`config.mk`:
```
export PLATFORM = sky130hd
export DESIGN_NAME = sqrt_job_scheduler_flat
export DESIGN_NICKNAME = d
export VERILOG_FILES = /design/src/rtl/sqrt_job_scheduler_if.sv /design/src/rtl/sqrt_job_scheduler.sv /design/src/flat_wrapper.sv
export SDC_FILE = /design/constraint.sdc
export NUM_CORES = 1
export LEC_CHECK = 0
export ABC_CLOCK_PERIOD_IN_PS = 3000
export CORE_ASPECT_RATIO = 1.1
export CORE_MARGIN = 2
export CORE_UTILIZATION = 31
export CTS_BUF_LIST = sky130_fd_sc_hd__clkbuf_16
export CTS_CLUSTER_DIAMETER = 150
export DETAILED_ROUTE_END_ITERATION = 12
export HOLD_SLACK_MARGIN = 0.03
export PLACE_DENSITY = 0.57
export SLEW_MARGIN = 20
export SYNTH_ARGS = -nofsm -noshare
export SYNTH_HDL_FRONTEND = slang
export SYNTH_SLANG_ARGS = --single-unit
```
`constraint.sdc`:
```
create_clock -name clock -period 3 [get_ports clock]
set_clock_uncertainty 0.1 [all_clocks]
set_input_delay 0.45 -clock clock [delete_from_list [all_inputs] [get_ports clock]]
set_output_delay 0.45 -clock clock [all_outputs]
set_load 0.05 [all_outputs]
```
`src/rtl/sqrt_job_scheduler_if.sv`:
```
// Bundle of the handshake signals around sqrt_job_scheduler.
//   in_*   : operand intake (valid/ready), in_data is a signed 16-bit N
//   sq_*   : start/done job link to the sqrt unit
//   out_*  : result port (valid/ready) carrying root, invalid, timeout, tag
//   fifo_count : operand entries currently queued
// Modports:
//   slave  : the scheduler itself
//   master : the environment (operand producer, sqrt unit, result consumer)
interface sqrt_job_scheduler_if #(
  parameter int DEPTH = 4,
  parameter int TAG_W = 4
);
  logic                   in_valid;
  logic                   in_ready;
  logic [15:0]            in_data;
  logic                   sq_start;
  logic [15:0]            sq_N;
  logic                   sq_done;
  logic                   sq_invalid;
  logic [7:0]             sq_ans;
  logic                   out_valid;
  logic                   out_ready;
  logic [7:0]             out_root;
  logic                   out_invalid;
  logic                   out_timeout;
  logic [TAG_W-1:0]       out_tag;
  logic [$clog2(DEPTH):0] fifo_count;

  modport slave (
    input  in_valid, in_data, sq_done, sq_invalid, sq_ans, out_ready,
    output in_ready, sq_start, sq_N, out_valid, out_root, out_invalid,
           out_timeout, out_tag, fifo_count
  );

  modport master (
    output in_valid, in_data, sq_done, sq_invalid, sq_ans, out_ready,
    input  in_ready, sq_start, sq_N, out_valid, out_root, out_invalid,
           out_timeout, out_tag, fifo_count
  );
endinterface

```
`src/rtl/sqrt_job_scheduler.sv`:
```
// Front end for the sqrt unit. Operands are queued in a small FIFO together
// with a wrapping job tag, issued one at a time as a start pulse, and the
// result (or a watchdog abort) is presented on a valid/ready result port.
// Ports:
//   clock : system clock, rising edge
//   reset : asynchronous, active-low
//   bus   : sqrt_job_scheduler_if.slave (operand intake, sqrt link, result port,
//           fifo_count)
module sqrt_job_scheduler #(
  parameter int DEPTH   = 4,
  parameter int TIMEOUT = 64,
  parameter int TAG_W   = 4
) (
  input  logic                clock,
  input  logic                reset,
  sqrt_job_scheduler_if.slave bus
);

  localparam int PTR_W = $clog2(DEPTH);
  localparam int CNT_W = PTR_W + 1;
  localparam int WD_W  = $clog2(TIMEOUT + 1);

  typedef enum logic [1:0] {
    S_IDLE,
    S_ISSUE,
    S_WAIT,
    S_HOLD
  } state_e;

  typedef struct packed {
    logic [TAG_W-1:0] tag;
    logic [15:0]      n;
  } entry_t;

  // Operand FIFO
  entry_t           mem_q [DEPTH];
  logic [PTR_W-1:0] wr_ptr_q, wr_ptr_d;
  logic [PTR_W-1:0] rd_ptr_q, rd_ptr_d;
  logic [CNT_W-1:0] count_q, count_d;
  logic [TAG_W-1:0] tag_q, tag_d;

  // Job / result state
  state_e           state_q, state_d;
  entry_t           job_q, job_d;
  logic [WD_W-1:0]  wdog_q, wdog_d;
  logic [7:0]       root_q, root_d;
  logic             inv_q, inv_d;
  logic             tmo_q, tmo_d;

  logic             push;
  logic             pop;
  logic             in_ready;

  assign in_ready = (count_q != CNT_W'(DEPTH));
  assign push     = bus.in_valid && in_ready;
  // A lingering done from the previous job must not be mistaken for the
  // completion of a fresh one, so issue waits for it to drop.
  assign pop      = (state_q == S_IDLE) && (count_q != '0) && !bus.sq_done;

  // FIFO bookkeeping; pointers wrap naturally because DEPTH is a power of 2.
  always_comb begin
    // NOTE: every combinational output gets a default first so no path leaves it unassigned (no latch).
    wr_ptr_d = wr_ptr_q;
    rd_ptr_d = rd_ptr_q;
    count_d  = count_q;
    tag_d    = tag_q;
    if (push) begin
      wr_ptr_d = wr_ptr_q + PTR_W'(1);
      tag_d    = tag_q + TAG_W'(1);
    end
    if (pop) begin
      rd_ptr_d = rd_ptr_q + PTR_W'(1);
    end
    if (push && !pop) begin
      count_d = count_q + CNT_W'(1);
    end else if (pop && !push) begin
      count_d = count_q - CNT_W'(1);
    end
  end

  // Job FSM: next state and captured result fields.
  always_comb begin
    state_d = state_q;
    job_d   = job_q;
    wdog_d  = wdog_q;
    root_d  = root_q;
    inv_d   = inv_q;
    tmo_d   = tmo_q;
    unique case (state_q)
      S_IDLE: begin
        if (pop) begin
          job_d   = mem_q[rd_ptr_q];
          state_d = S_ISSUE;
        end
      end
      S_ISSUE: begin
        wdog_d  = '0;
        state_d = S_WAIT;
      end
      S_WAIT: begin
        wdog_d = wdog_q + WD_W'(1);
        // Done is checked first so a completion on the expiry cycle still counts.
        if (bus.sq_done) begin
          root_d  = bus.sq_ans;
          inv_d   = bus.sq_invalid;
          tmo_d   = 1'b0;
          state_d = S_HOLD;
        end else if (wdog_q == WD_W'(TIMEOUT - 1)) begin
          // Last of TIMEOUT wait cycles without done: abort the job.
          root_d  = '0;
          inv_d   = 1'b0;
          tmo_d   = 1'b1;
          state_d = S_HOLD;
        end
      end
      S_HOLD: begin
        if (bus.out_ready) begin
          state_d = S_IDLE;
        end
      end
      default: state_d = S_IDLE;
    endcase
  end

  // NOTE: operand storage carries no reset; entries are only read after being written and the count gates that.
  always_ff @(posedge clock) begin
    if (push) begin
      mem_q[wr_ptr_q] <= '{tag: tag_q, n: bus.in_data};
    end
  end

  // NOTE: state registers use non-blocking assignments so every flop samples pre-edge values.
  always_ff @(posedge clock or negedge reset) begin
    if (!reset) begin
      wr_ptr_q <= '0;
      rd_ptr_q <= '0;
      count_q  <= '0;
      tag_q    <= '0;
      state_q  <= S_IDLE;
      job_q    <= '0;
      wdog_q   <= '0;
      root_q   <= '0;
      inv_q    <= 1'b0;
      tmo_q    <= 1'b0;
    end else begin
      wr_ptr_q <= wr_ptr_d;
      rd_ptr_q <= rd_ptr_d;
      count_q  <= count_d;
      tag_q    <= tag_d;
      state_q  <= state_d;
      job_q    <= job_d;
      wdog_q   <= wdog_d;
      root_q   <= root_d;
      inv_q    <= inv_d;
      tmo_q    <= tmo_d;
    end
  end

  assign bus.in_ready    = in_ready;
  assign bus.sq_start    = (state_q == S_ISSUE);
  assign bus.sq_N        = job_q.n;        // left at the last job's value afterwards
  assign bus.out_valid   = (state_q == S_HOLD);
  assign bus.out_root    = root_q;
  assign bus.out_invalid = inv_q;
  assign bus.out_timeout = tmo_q;
  assign bus.out_tag     = job_q.tag;      // job register is frozen while holding
  assign bus.fifo_count  = count_q;

endmodule

```
`src/flat_wrapper.sv`:
```
// flat-port wrapper written by rule: the top's interface ports become plain ports
module sqrt_job_scheduler_flat 
#(
  parameter int DEPTH   = 4,
  parameter int TIMEOUT = 64,
  parameter int TAG_W   = 4
)
  (clock, reset, bus_in_valid, bus_in_data, bus_sq_done, bus_sq_invalid, bus_sq_ans, bus_out_ready, bus_in_ready, bus_sq_start, bus_sq_N, bus_out_valid, bus_out_root, bus_out_invalid, bus_out_timeout, bus_out_tag, bus_fifo_count);
  sqrt_job_scheduler_if #(.DEPTH(DEPTH), .TAG_W(TAG_W)) bus_i ();
  input  logic clock;
  input  logic reset;
  input wire logic [$bits(bus_i.in_valid)-1:0] bus_in_valid;
  input wire logic [$bits(bus_i.in_data)-1:0] bus_in_data;
  input wire logic [$bits(bus_i.sq_done)-1:0] bus_sq_done;
  input wire logic [$bits(bus_i.sq_invalid)-1:0] bus_sq_invalid;
  input wire logic [$bits(bus_i.sq_ans)-1:0] bus_sq_ans;
  input wire logic [$bits(bus_i.out_ready)-1:0] bus_out_ready;
  output wire logic [$bits(bus_i.in_ready)-1:0] bus_in_ready;
  output wire logic [$bits(bus_i.sq_start)-1:0] bus_sq_start;
  output wire logic [$bits(bus_i.sq_N)-1:0] bus_sq_N;
  output wire logic [$bits(bus_i.out_valid)-1:0] bus_out_valid;
  output wire logic [$bits(bus_i.out_root)-1:0] bus_out_root;
  output wire logic [$bits(bus_i.out_invalid)-1:0] bus_out_invalid;
  output wire logic [$bits(bus_i.out_timeout)-1:0] bus_out_timeout;
  output wire logic [$bits(bus_i.out_tag)-1:0] bus_out_tag;
  output wire logic [$bits(bus_i.fifo_count)-1:0] bus_fifo_count;
  assign bus_i.in_valid = bus_in_valid;
  assign bus_i.in_data = bus_in_data;
  assign bus_i.sq_done = bus_sq_done;
  assign bus_i.sq_invalid = bus_sq_invalid;
  assign bus_i.sq_ans = bus_sq_ans;
  assign bus_i.out_ready = bus_out_ready;
  assign bus_in_ready = bus_i.in_ready;
  assign bus_sq_start = bus_i.sq_start;
  assign bus_sq_N = bus_i.sq_N;
  assign bus_out_valid = bus_i.out_valid;
  assign bus_out_root = bus_i.out_root;
  assign bus_out_invalid = bus_i.out_invalid;
  assign bus_out_timeout = bus_i.out_timeout;
  assign bus_out_tag = bus_i.out_tag;
  assign bus_fifo_count = bus_i.fifo_count;
  sqrt_job_scheduler #(.DEPTH(DEPTH), .TIMEOUT(TIMEOUT), .TAG_W(TAG_W)) u_core (.clock(clock), .reset(reset), .bus(bus_i));
endmodule
```
# Word level (Yosys, flattened, before mapping)
# Memory sizes are Yosys's and may differ from the RTL's. A register that Yosys moved wholly into a read port is not among the register bits.
# Index checks and enable logic that the tools add are counted.
[totals]
memories = 1
input_bits = 30
out_inout_bits = 36
mem_bits_rw = 80
reg_bits = 30
[op_classes]
addsub = 6
eq_ne = 8
mux = 16
reduce_logical = 17
[mem_list]
columns = ["name", "words", "word_bits", "read_ports", "rd_ports_with_merged_regs", "wr", "line", "text"]
rows = [
  ["u_core.mem_q", 4, 20, 1, 1, 1, "sqrt_job_scheduler.sv:36", "entry_t mem_q [DEPTH];"],
]
[op_table]
columns = ["op", "n"]
rows = [
  ["$mux 8", 2],
  ["$pmux 7 s2", 1],
  ["$mux 2", 4],
  ["$pmux 2 s4", 1],
  ["$add 7x1->7 const B", 1],
  ["$eq 7x6->1 const B", 1],
  ["$mux 1", 6],
  ["$mux 3", 2],
  ["$reduce_bool 2->1", 3],
  ["$logic_and 1x1->1", 5],
  ["$add 2x1->2 const B", 2],
  ["$add 4x1->4 const B", 1],
  ["$eq 2x2->1 const B", 2],
  ["$logic_not 1->1", 4],
  ["$reduce_and 2->1", 2],
  ["$add 3x1->3 const B", 1],
  ["$ne 3x2->1 const B", 1],
  ["$ne 3x3->1 const B", 1],
  ["$reduce_and 3->1", 1],
  ["$reduce_bool 3->1", 1],
  ["$sub 3x1->3 const B", 1],
  ["$eq 2x1->1 const B", 1],
  ["$logic_not 2->1", 1],
  ["$ne 2x1->1 const B", 1],
  ["$ne 2x2->1 const B", 1],
]

# Depth between registers and ports, before layout
[depth]
depth_word = 6
mapped_depth = 11
depth_no_buf = 10

# Worst setup path after synthesis
# OpenSTA, ideal clock, no wires.
[synth_path]
path_kind = "register -> register"
startpoint = "reg u_core.count_q[0], in the netlist u_core.bus.fifo_count[0]"
endpoint = "reg u_core.count_q[1], in the netlist u_core.bus.fifo_count[1]"
setup_slack_ns = 0.465
path_stages_with_launch = 9
required_ns = 2.775
period_less_slack_ns = 2.535
path_buffers = 1
arrival_ns = 2.311
cell_sequence = "dfrtp_1 > nor3_2 > nor3b_4 > buf_6 > inv_1 > ha_1 > inv_1 > fa_1 > mux2_2"
[synth_via]
elab_chain_cells = 6
[synth_lines]
columns = ["item", "line", "text"]
rows = [
  ["from (decl)", "sqrt_job_scheduler.sv:39", "logic [CNT_W-1:0] count_q, count_d;"],
  ["from (signal assigned)", "sqrt_job_scheduler.sv:148", "count_q <= count_d;"],
  ["branches (longest 5 deep; another with $sub 3x1->3)", "--", ""],
  ["$mux 3 (*)", "sqrt_job_scheduler.sv:74", "if (push && !pop) begin"],
  ["named net u_core.count_d[1]", "sqrt_job_scheduler.sv:39", ""],
]
# Mark *: on every way through the listed nets, which the timed path passes. The select of a mux whose other input is x is not followed.
# A chain may end at the register's enable or synchronous reset.

# Worst setup path in the final report
[layout_path]
startpoint = "reg u_core.state_q[1]"
endpoint = "out bus_sq_start"
[layout_via]
elab_chain_cells = 1
[layout_lines]
columns = ["item", "line", "text"]
rows = [
  ["from (decl)", "sqrt_job_scheduler.sv:43", "state_e state_q, state_d;"],
  ["from (signal assigned)", "sqrt_job_scheduler.sv:150", "state_q <= state_d;"],
  ["$eq 2x1->1", "sqrt_job_scheduler.sv:160", "assign bus.sq_start = (state_q == S_ISSUE);"],
  ["to (decl)", "flat_wrapper.sv:19", "output wire logic [$bits(bus_i.sq_start)-1:0] bus_sq_start;"],
]
# Every way passes these cells.

==> flow_summary.json <==
{
  "outcome": "finished, final reports clean",
  "hold_path.class": "flop to flop",
  "first_global_vias": 2824,
  "drt_iter0_markers": 134,
  "ys_types": 34,
  "period_share_pct": 80.0,
  "die_w_um": 127,
  "fin_setup_tns_ns": 0,
  "final_common_cell": "edfxtp_1",
  "syn_nets": 316,
  "worst_r2r_startpoint": "u_core.state_q[0]$_DFFE_PN0P_",
  "rsz0062_at_grt": "false",
  "end_kind": "primary output",
  "max_slew_margin_pct": 51.2,
  "ios": 66,
  "ys_warn_count": 0,
  "drive_gt1_share_pct": 22.9,
  "min_period_ns": 2.40,
  "met1_length_mm": 4.28,
  "wl_mm": 9.64,
  "cts_tree": "built",
  "rows": 49,
  "drv_cap": 0,
  "io_buffers": 65,
  "worstMarginPinSlew_ns": 0.733,
  "final_cells": 580,
  "drtAntennaViolNets": 0,
  "gr-total-overflow": 0,
  "critical_path_required_ns": 2.45,
  "via_count": 2656,
  "ctsResizeCount": 0,
  "initial_utilization_pct": 31.7,
  "critPathKind": "flop to primary output",
  "min_from": "u_core.bus.out_root[7]$_DFFE_PN0P_",
  "wl_met2_mm": 4.80,
  "finalMaxSlewViolations": 0,
  "vdd.ir_drop.worst_v": 0.000672,
  "final_cell_mix": "edfxtp_1, clkdlybuf4s50_1, dfrtp_1",
  "fin_nets": 405,
  "antenna_found_initial": 0,
  "diodes": 0,
  "worst_skew_pair.late_latency_ns": 0.41,
  "setup_viol": 0,
  "clk_pin_slew_worst_paths_ns": 0.05,
  "cts-buffers-inserted": 17,
  "ctsHoldBuffers": 1,
  "netlist_instances": 274,
  "root_buffer": "clkbuf_16",
  "cts_sinks": 130,
  "finalHoldViolCount": 0,
  "grt_pass1_wl_mm": 15.6,
  "crit_fanout": 4,
  "power_density_nw_per_um2": 1150,
  "endpoint": "bus_sq_start",
  "worstSetupStartpoint": "u_core.state_q[1]$_DFFE_PN0P_",
  "rr_worst_depth": 8,
  "total_leakage_power_uw": 0.00252,
  "reg2reg_to": "u_core.bus.fifo_count[1]$_DFFE_PN0P_",
  "fp.dieH_um": 139,
  "die_area_um2": 17700,
  "first_pass_iters": 4,
  "cts.htree.levels": 4,
  "grt_max_degree": 30,
  "routedWlPerCell_um": 16.6,
  "max_freq_mhz": 417,
  "core_area_um2": 16300,
  "remaining_drc_errors": 0,
  "placedCellCount": 547,
  "cts_setup_buffers": 0,
  "synth_area_um2": 5170,
  "ys_ff_latch": 130,
  "avgSynthCellArea_um2": 18.9,
  "arrival_ns": 1.85,
  "yosysSeqAreaShare_pct": 70.7,
  "place_congestion": 0.692,
  "highest_layer": "met4",
  "viasPerCell": 4.58,
  "area_growth_syn_to_layout_pct": 29.0,
  "cp-start-kind": "flop",
  "clk_path_buf_depth": 2,
  "dp_hpwl_mm": 6.25,
  "rrSetupSlack_ns": 0.84,
  "track_usage_pct": 11.8,
  "route.met3.wl_um": 432
}
-- worst min-delay path by stage --
stage	slack, ns	endpoint	cells past startpoint
global placement	0.38	u_core.bus.out_root[5]$_DFFE_PN0P_	1
global route	0.42	u_core.bus.out_root[1]$_DFFE_PN0P_	1
finish	0.40	u_core.bus.out_root[7]$_DFFE_PN0P_	1
detailed placement	0.39	u_core.bus.out_root[3]$_DFFE_PN0P_	1
CTS	0.40	u_core.bus.out_root[3]$_DFFE_PN0P_	1
floorplan	0.05	u_core.bus.fifo_count[0]$_DFFE_PN0P_	0
-- worst max-delay path, cell delays in order, from the launching register on --
cell	delay, ns
dfrtp_1	0.41
inv_1	0.10
ha_1	0.14
clkdlybuf4s50_1	0.79
-- report_power, final --
group	switching, uW	leakage [uW]	internal, uW
sequential	337	0.00135	2490
combinational	1640	0.000891	1300
clock	722	0.000281	1200
total	2700	0.00252	4990
-- sequential cells by signal, summed over array words and instances (netlist names) --
| register | cells |
|---|---|
| u_core.wdog_q | 7 |
| u_core.bus.out_invalid | 1 |
| u_core.bus.out_tag | 4 |
| u_core.tag_q | 4 |
| u_core.wr_ptr_q | 2 |
| u_core.state_q | 2 |
| u_core.bus.fifo_count | 3 |
| u_core.bus.sq_N | 16 |
| u_core.mem_q | 80 |
| u_core.bus.out_timeout | 1 |
| u_core.bus.out_root | 8 |
| u_core.rd_ptr_q | 2 |
-- kinds of logic (layout without fill, tap and decap cells) --
kind of cell	Yosys count	count (layout)	synth area share (%)
flops	130	130	70.7
compound gates	24	24	3.25
mux	45	45	15.6
buf+inv	20	122	2.06
xor+xnor	10	10	1.70
fa+ha+maj	12	12	3.05
simple gates	33	33	3.66
-- through the flow --
stage | util [%] | hold slack [ns] | power (uW) | worst slack (ns) | area, um2
finish | 40.9 | 0.397 | 7680 | 0.601 | 6670
global route | 40.9 | 0.417 | 8100 | 0.460 | 6670
floorplan | - | 0.0544 | 4920 | 0.465 | 5170
global placement | 37.4 | 0.384 | 5800 | 0.573 | 6100
CTS | 40.9 | 0.401 | 7810 | 0.564 | 6670
detailed placement | 37.4 | 0.387 | 5860 | 0.539 | 6100
-- synthesized netlist by cell type --
cell	count	area share (%)
a21boi_0	1	0.15
a21oi_1	3	0.29
a22o_1	9	1.5
a2bb2oi_1	1	0.17
and2_1	5	0.61
buf_2	1	0.097
buf_6	4	0.87
clkbuf_1	5	0.36
dfrtp_1	50	24
edfxtp_1	80	47
fa_1	1	0.39
ha_1	11	2.7
inv_1	10	0.73
mux2_2	5	1.1
mux2_4	18	5.2
mux2i_1	2	0.39
mux4_1	2	1.0
mux4_2	18	7.8
nand2_1	8	0.58
nand2b_1	2	0.24
nand3_1	3	0.29
nand4_1	2	0.24
nor2_1	6	0.44
nor2b_1	2	0.24
nor3_2	2	0.39
nor3b_1	1	0.15
nor3b_4	1	0.36
o211a_1	1	0.19
o21ai_0	6	0.58
o21ai_1	1	0.097
o22ai_1	2	0.24
or3_1	1	0.12
xnor2_1	5	0.85
xor2_1	5	0.85
-- per-layer routing --
metal,global-route usage (%),vias to the layer above
li1,-,1231
met1,14.7,1347
met2,18.8,69
met3,3.88,9
met4,5.21,0
met5,0,-
-- final cells by class --
class	instances	area, um2
repair buffers	80	761
multi-input cells	124	1410
fillers	1480	9640
clock buffers	17	425
flip-flops and latches	130	3650
well taps	204	255
clock inverters	15	128
inverters	10	37.5
Note: power is estimated with default switching activity, not from simulation.
